### config.mk
export PLATFORM = sky130hd
export DESIGN_NAME = eth_tx_sequencer
export DESIGN_NICKNAME = d
export VERILOG_FILES = /design/src/rtl/eth_tx_sequencer.sv
export SDC_FILE = /design/constraint.sdc
export NUM_CORES = 1
export LEC_CHECK = 0
export CORE_MARGIN = 1.5
export CORE_UTILIZATION = 43
export DETAILED_ROUTE_END_ITERATION = 10
export GPL_TIMING_DRIVEN = 0
export PLACE_DENSITY = 0.62
export SLEW_MARGIN = 10
export SYNTH_ARGS = -nofsm -noshare
export SYNTH_HDL_FRONTEND = slang
export SYNTH_SLANG_ARGS = --single-unit
### constraint.sdc
create_clock -name clk -period 2.9 [get_ports clk]
set_input_delay 0.725 -clock clk [delete_from_list [all_inputs] [get_ports clk]]
set_output_delay 0.725 -clock clk [all_outputs]
set_load 0.01 [all_outputs]
### src/rtl/eth_tx_sequencer.sv
// eth_tx_sequencer
//   APB master that packs a byte stream into 32-bit words, writes them into
//   the hazard3_ethernet TX buffer, then writes TX size, issues the send
//   command and polls TX-ready.
//
//   Ports:
//     clk, rst_n                      clock, asynchronous active-low reset
//     s_valid, s_data, s_last,        byte stream in (accepted on
//     s_ready                         s_valid && s_ready)
//     psel, penable, pwrite,          APB master
//     paddr, pwdata, prdata,
//     pready, pslverr
//     busy                            frame in progress
//     done                            one-cycle pulse, frame sent cleanly
//     err                             sticky: 0 none, 1 oversize,
//                                     2 slave error, 3 poll timeout
//
//   Optional build macro ETH_TXSEQ_STATS_EN adds frames_ok, frames_err and
//   bytes_ok counters.
module eth_tx_sequencer #(
    parameter int unsigned MTU        = 1536,
    parameter int unsigned POLL_LIMIT = 4096
) (
    input  logic        clk,
    input  logic        rst_n,
    input  logic        s_valid,
    input  logic [7:0]  s_data,
    input  logic        s_last,
    output logic        s_ready,
    output logic        psel,
    output logic        penable,
    output logic        pwrite,
    output logic [15:0] paddr,
    output logic [31:0] pwdata,
    input  logic [31:0] prdata,
    input  logic        pready,
    input  logic        pslverr,
    output logic        busy,
    output logic        done,
    output logic [1:0]  err
`ifdef ETH_TXSEQ_STATS_EN
   ,output logic [15:0] frames_ok,
    output logic [15:0] frames_err,
    output logic [31:0] bytes_ok
`endif
);

    localparam int unsigned PW        = $clog2(POLL_LIMIT + 1);
    localparam logic [15:0] ADDR_SIZE = 16'(MTU);
    localparam logic [15:0] ADDR_SEND = 16'(MTU + 8);
    localparam logic [15:0] ADDR_STAT = 16'(MTU + 12);

    typedef enum logic [2:0] {
        IDLE, COLLECT, WR_BUF, WR_SIZE, WR_SEND, POLL, GAP, DONE
    } state_t;

    state_t         state;
    logic [15:0]    byte_cnt;
    logic [15:0]    waddr;
    logic [31:0]    word;
    logic [1:0]     held;
    logic           last_word;
    logic           discard;
    logic [PW-1:0]  poll_cnt;

    logic           accept;
    logic [31:0]    word_nxt;
    logic [15:0]    setup_addr;
    logic [31:0]    setup_data;
    logic           prdata_unused;

    always_comb begin
        accept        = s_valid && s_ready;
        prdata_unused = ^prdata[31:1];
        word_nxt      = word;
        word_nxt[{held, 3'b000} +: 8] = s_data;
    end

    // Address/data presented on SETUP for the control-register states.
    always_comb begin
        setup_addr = waddr;
        setup_data = pwdata;
        case (state)
            WR_SIZE: begin setup_addr = ADDR_SIZE; setup_data = {16'h0000, byte_cnt}; end
            WR_SEND: begin setup_addr = ADDR_SEND; setup_data = '0; end
            POLL:    begin setup_addr = ADDR_STAT; setup_data = '0; end
            default: ;
        endcase
    end

    always_ff @(posedge clk or negedge rst_n) begin
        if (!rst_n) begin
            state     <= IDLE;
            s_ready   <= 1'b0;
            psel      <= 1'b0;
            penable   <= 1'b0;
            pwrite    <= 1'b0;
            paddr     <= '0;
            pwdata    <= '0;
            busy      <= 1'b0;
            done      <= 1'b0;
            err       <= 2'd0;
            byte_cnt  <= '0;
            waddr     <= '0;
            word      <= '0;
            held      <= '0;
            last_word <= 1'b0;
            discard   <= 1'b0;
            poll_cnt  <= '0;
        end else begin
            done <= 1'b0;
            case (state)
                IDLE: begin
                    if (s_valid) begin
                        state    <= COLLECT;
                        err      <= 2'd0;
                        byte_cnt <= '0;
                        waddr    <= '0;
                        word     <= '0;
                        held     <= '0;
                        discard  <= 1'b0;
                        s_ready  <= 1'b1;
                        busy     <= 1'b1;
                    end
                end
                COLLECT: begin
                    if (accept) begin
                        if (discard || byte_cnt == ADDR_SIZE) begin
                            // Byte beyond MTU: flag once, swallow through s_last.
                            discard <= 1'b1;
                            err     <= 2'd1;
                            if (s_last) begin
                                s_ready <= 1'b0;
                                busy    <= 1'b0;
                                state   <= DONE;
                            end
                        end else begin
                            byte_cnt <= byte_cnt + 16'd1;
                            if (held == 2'd3 || s_last) begin
                                // SETUP is issued on entry so the word write
                                // starts as soon as the word is complete.
                                s_ready   <= 1'b0;
                                last_word <= s_last;
                                state     <= WR_BUF;
                                psel      <= 1'b1;
                                penable   <= 1'b0;
                                pwrite    <= 1'b1;
                                paddr     <= waddr;
                                pwdata    <= word_nxt;
                                word      <= '0;
                                held      <= '0;
                            end else begin
                                word <= word_nxt;
                                held <= held + 2'd1;
                            end
                        end
                    end
                end
                WR_BUF, WR_SIZE, WR_SEND, POLL: begin
                    if (!psel) begin
                        psel    <= 1'b1;
                        penable <= 1'b0;
                        pwrite  <= (state != POLL);
                        paddr   <= setup_addr;
                        pwdata  <= setup_data;
                    end else if (!penable) begin
                        penable <= 1'b1;
                    end else if (pready) begin
                        psel    <= 1'b0;
                        penable <= 1'b0;
                        if (pslverr) begin
                            err   <= 2'd2;
                            busy  <= 1'b0;
                            state <= DONE;
                        end else begin
                            case (state)
                                WR_BUF: begin
                                    waddr <= waddr + 16'd4;
                                    if (last_word) begin
                                        state <= WR_SIZE;
                                    end else begin
                                        state   <= COLLECT;
                                        s_ready <= 1'b1;
                                    end
                                end
                                WR_SIZE: state <= WR_SEND;
                                WR_SEND: begin
                                    state    <= POLL;
                                    poll_cnt <= '0;
                                end
                                POLL: begin
                                    if (prdata[0]) begin
                                        done  <= 1'b1;
                                        busy  <= 1'b0;
                                        state <= DONE;
                                    end else if (poll_cnt == PW'(POLL_LIMIT - 1)) begin
                                        err   <= 2'd3;
                                        busy  <= 1'b0;
                                        state <= DONE;
                                    end else begin
                                        poll_cnt <= poll_cnt + 1'b1;
                                        state    <= GAP;
                                    end
                                end
                                default: state <= IDLE;
                            endcase
                        end
                    end
                end
                GAP: begin
                    state   <= POLL;
                    psel    <= 1'b1;
                    penable <= 1'b0;
                    pwrite  <= 1'b0;
                    paddr   <= ADDR_STAT;
                    pwdata  <= '0;
                end
                DONE: state <= IDLE;
                default: state <= IDLE;
            endcase
        end
    end

`ifdef ETH_TXSEQ_STATS_EN
    always_ff @(posedge clk or negedge rst_n) begin
        if (!rst_n) begin
            frames_ok  <= '0;
            frames_err <= '0;
            bytes_ok   <= '0;
        end else if (state == DONE) begin
            if (err == 2'd0) begin
                frames_ok <= frames_ok + 16'd1;
                bytes_ok  <= bytes_ok + {16'h0000, byte_cnt};
            end else begin
                frames_err <= frames_err + 16'd1;
            end
        end
    end
`endif

endmodule
==> results.py <==
metrics = {
    "run_status": {
        "outcome": "complete, no violations",
    },
    "critical_path": {
        "reg2regPathDepth": 7,
        "r2r_slack_ns": 0.23,
        "worstReg2RegEnd": "pwdata[10]",
        "critPathArrivalTime_ns": 3.04,
        "start_kind": "flop",
        "required_ns": 3.27,
        "crit_end": "pwdata[10]",
        "crit_type": "reg2reg",
        "crit_path_max_fanout": 9,
        "crit_start": "held[0]",
        "cp-end-kind": "flop",
        "regToRegStartpoint": "held[0]",
    },
    "yosys": {
        "ys_ff_latch": 137,
        "synth_area_leaders": "dfrtp_1 49%, o21ai_0 6.7%, nand2_1 5.7%",
        "synth_area_mm2": 0.007041,
        "async_reset_ff_share_pct": 100.0,
        "seq_area_frac_synth_pct": 48.69,
        "synth_top_area_cell": "dfrtp_1",
        "yosys_warnings": 0,
        "avgSynthCellArea_um2": 9.553,
        "synth_nets": 793,
        "synth_most_common_cell": "dfrtp_1",
        "synth_edf_count": 0,
        "yosysUniqueCellTypes": 62,
        "yosys-top-cells-count": "137 x dfrtp_1, 106 x nand2_1, 94 x o21ai_0, 55 x nor2_1, 45 x a21oi_1",
        "dominantRegCellSynth": "dfrtp_1",
        "syn_inst": 737,
        "yosysTopAreaCellShare_pct": 48.69,
    },
    "timing": {
        "worst_slew_margin_rel_pct": 34.71,
        "fin_tns_setup_ns": 0,
        "rsz0062_at_grt": "false",
        "slew_viol_final": 0,
        "hold_viol": 0,
        "worst_pin_slew_ns": 0.9719,
        "clock_skew_ns": 0.007746,
        "max_freq_ghz": 0.3742,
        "setup_violations": 0,
        "period_needed_ns": 2.672,
        "timing.final.crit_share_pct": 92.14,
    },
    "power": {
        "power_frac_clock_pct": 27.2,
        "internal_power_uw": 4641,
        "seqPwrFrac_pct": 34.3,
        "irDropWorstVdd_mv": 0.5101,
        "combPwrFrac_pct": 38.5,
        "p_leak_uw": 0.003663,
        "switching_power_uw": 2889,
        "p_total_uw": 7530,
        "p_sw_share_pct": 38.37,
        "power_density_mw_per_mm2": 875.7,
    },
    "clock_tree": {
        "ctsRootBufferMaster": "clkbuf_16",
        "post_cts_resized": 0,
        "ctsHoldBuffers": 0,
        "cts_setup_buffers": 0,
        "htreeDepth": 4,
        "clk_latency_ns": 0.42,
        "cts.clk_slew.worst_paths_ns": 0.06,
        "cts.sinks": 137,
        "cts_tree": "yes",
        "clk_path_buf_depth": 2,
        "cts_made_buffers": 17,
    },
    "flow_run": {
        "drv_cap": 0,
    },
    "floorplan": {
        "core_area_mm2": 0.01594,
        "rows": 46,
        "die_y_um": 131.0,
        "io_pins": 102,
        "dieArea_mm2": 0.01715,
        "initial_core_util_pct": 44.16,
        "dieWidth_um": 131.0,
    },
    "place": {
        "portBuffers": 70,
        "place.gp.congestion": 0.8666,
        "hpwl_um": 12640,
        "placed_area_mm2": 0.008040,
    },
    "drt": {
        "wl_um": 17880,
        "first_pass_iters": 5,
        "antenna_left": 0,
        "wl_per_cell_um": 16.95,
        "num_vias": 5811,
        "viasPerCell": 5.508,
        "drc": 0,
        "drt_iter0_markers": 463,
    },
    "global_routing": {
        "grt_max_degree": 83,
        "gr-total-overflow": 0,
        "grt_pass1_vias": 5719,
        "grt_use_total_pct": 22.24,
        "antenna_found_initial": 0,
        "grt_pass1_wl_um": 29490,
    },
    "layout": {
        "final_cell_area_mm2": 0.008600,
        "antenna_cells": 0,
        "drive_above_1_share_pct": 11.56,
        "area_growth_syn_to_layout_pct": 22.14,
        "nets": 883,
        "fillCellCount": 1461,
    },
    "hold_path": {
        "hold_class": "in2async",
    },
}
## through the flow
step | worst slack (ns) | hold WS (ns) | std cells | util, %
2_1_floorplan | 0.8310 | 0.4294 | 737 | -
3_3_place_gp | -4.291 | 0.4534 | 1023 | 50.25
3_5_place_dp | -0.07599 | 0.4634 | 1024 | 50.43
4_1_cts | 0.3501 | 0.2725 | 1055 | 53.94
5_1_grt | 0.07318 | 0.2940 | 1055 | 53.94
6_report | 0.2279 | 0.2522 | 1055 | 53.94
## critical path: stages, from the launching register on
cell and delay [ns]:
dfrtp_1 0.51, inv_1 0.15, ha_1 0.32, inv_1 0.08, nor3_1 0.79, a21oi_1 0.22, o21ai_0 0.34, mux2_2 0.22
## area by class of cell
| type | count | area, um2 | area share [%] |
|---|---|---|---|
| Sequential cell | 137 | 3428 | 39.87 |
| Clock buffer | 24 | 491.7 | 5.718 |
| Tap cell | 216 | 270.3 | 3.143 |
| Multi-Input combinational cell | 546 | 3364 | 39.12 |
| Timing Repair Buffer | 71 | 729.5 | 8.482 |
| Buffer | 42 | 202.7 | 2.357 |
| Inverter | 12 | 45.04 | 0.5238 |
| Clock inverter | 7 | 67.56 | 0.7857 |
## cells in the final DEF, fill, tap and decap left out, types with 4 or more instances in the layout
cell type,synthesis,routed
dfrtp_1,137,137
nand2_1,106,106
o21ai_0,94,94
clkdlybuf4s50_1,0,69
nor2_1,55,55
a21oi_1,45,45
nor2b_1,35,35
mux2_2,35,35
clkbuf_1,26,29
nand3_1,17,17
clkbuf_16,0,17
xnor2_1,16,16
inv_1,12,12
and3_1,11,11
ha_1,10,10
buf_2,9,9
xor2_1,9,9
nand2b_1,7,7
nor3_1,6,6
nor4_1,6,6
or3_1,6,6
and4_1,6,6
o31ai_1,6,6
buf_4,5,5
or2_2,5,5
nand4_1,5,5
o2111ai_1,5,5
a31oi_1,4,4
a2111oi_4,4,4
clkbuf_8,0,4
## per-layer routing
layer,GRT usage (%),wire [um],vias up
met5,0,0,-
met4,8.080,350,0
met3,4.316,750,37
met2,34.62,8367,152
met1,30.94,8410,2850
li1,-,-,2772
## cells by family (layout without fill, tap and decap cells)
group / count (synthesis) / in the layout / synth area share (%)
DFF: 137 / 137 / 48.69
adders and majority gates: 11 / 11 / 1.919
muxes: 37 / 37 / 5.882
xor gates and xnor gates: 25 / 25 / 3.110
buffers and inverters: 54 / 156 / 3.519
and+or+nand+nor: 285 / 285 / 20.01
AOI/OAI and AO/OA: 188 / 188 / 16.87
## state kept, by name, indices dropped and copies added, names as in the netlist, 2 cells and up
name      count
byte_cnt     16
err           2
held          2
paddr        15
poll_cnt     13
pwdata       32
state         3
waddr        14
word         32
## power groups by stage
stage / registers [uW] / clock network (uW) / logic, uW
after floorplan: 2590 / 0 / 1840
after global placement: 2590 / 0 / 2840
after detailed placement: 2600 / 0 / 2890
after CTS: 2580 / 2090 / 2910
after global routing: 2640 / 2180 / 3230
final: 2580 / 2050 / 2900
## worst min-delay path by stage
stage	cells after the start	end
finish	1	poll_cnt[11]
global route	1	poll_cnt[11]
CTS	1	poll_cnt[11]
detailed placement	2	word[9]
global placement	2	word[11]
floorplan	0	busy
No activity file was read; power rests on OpenSTA's default activity.
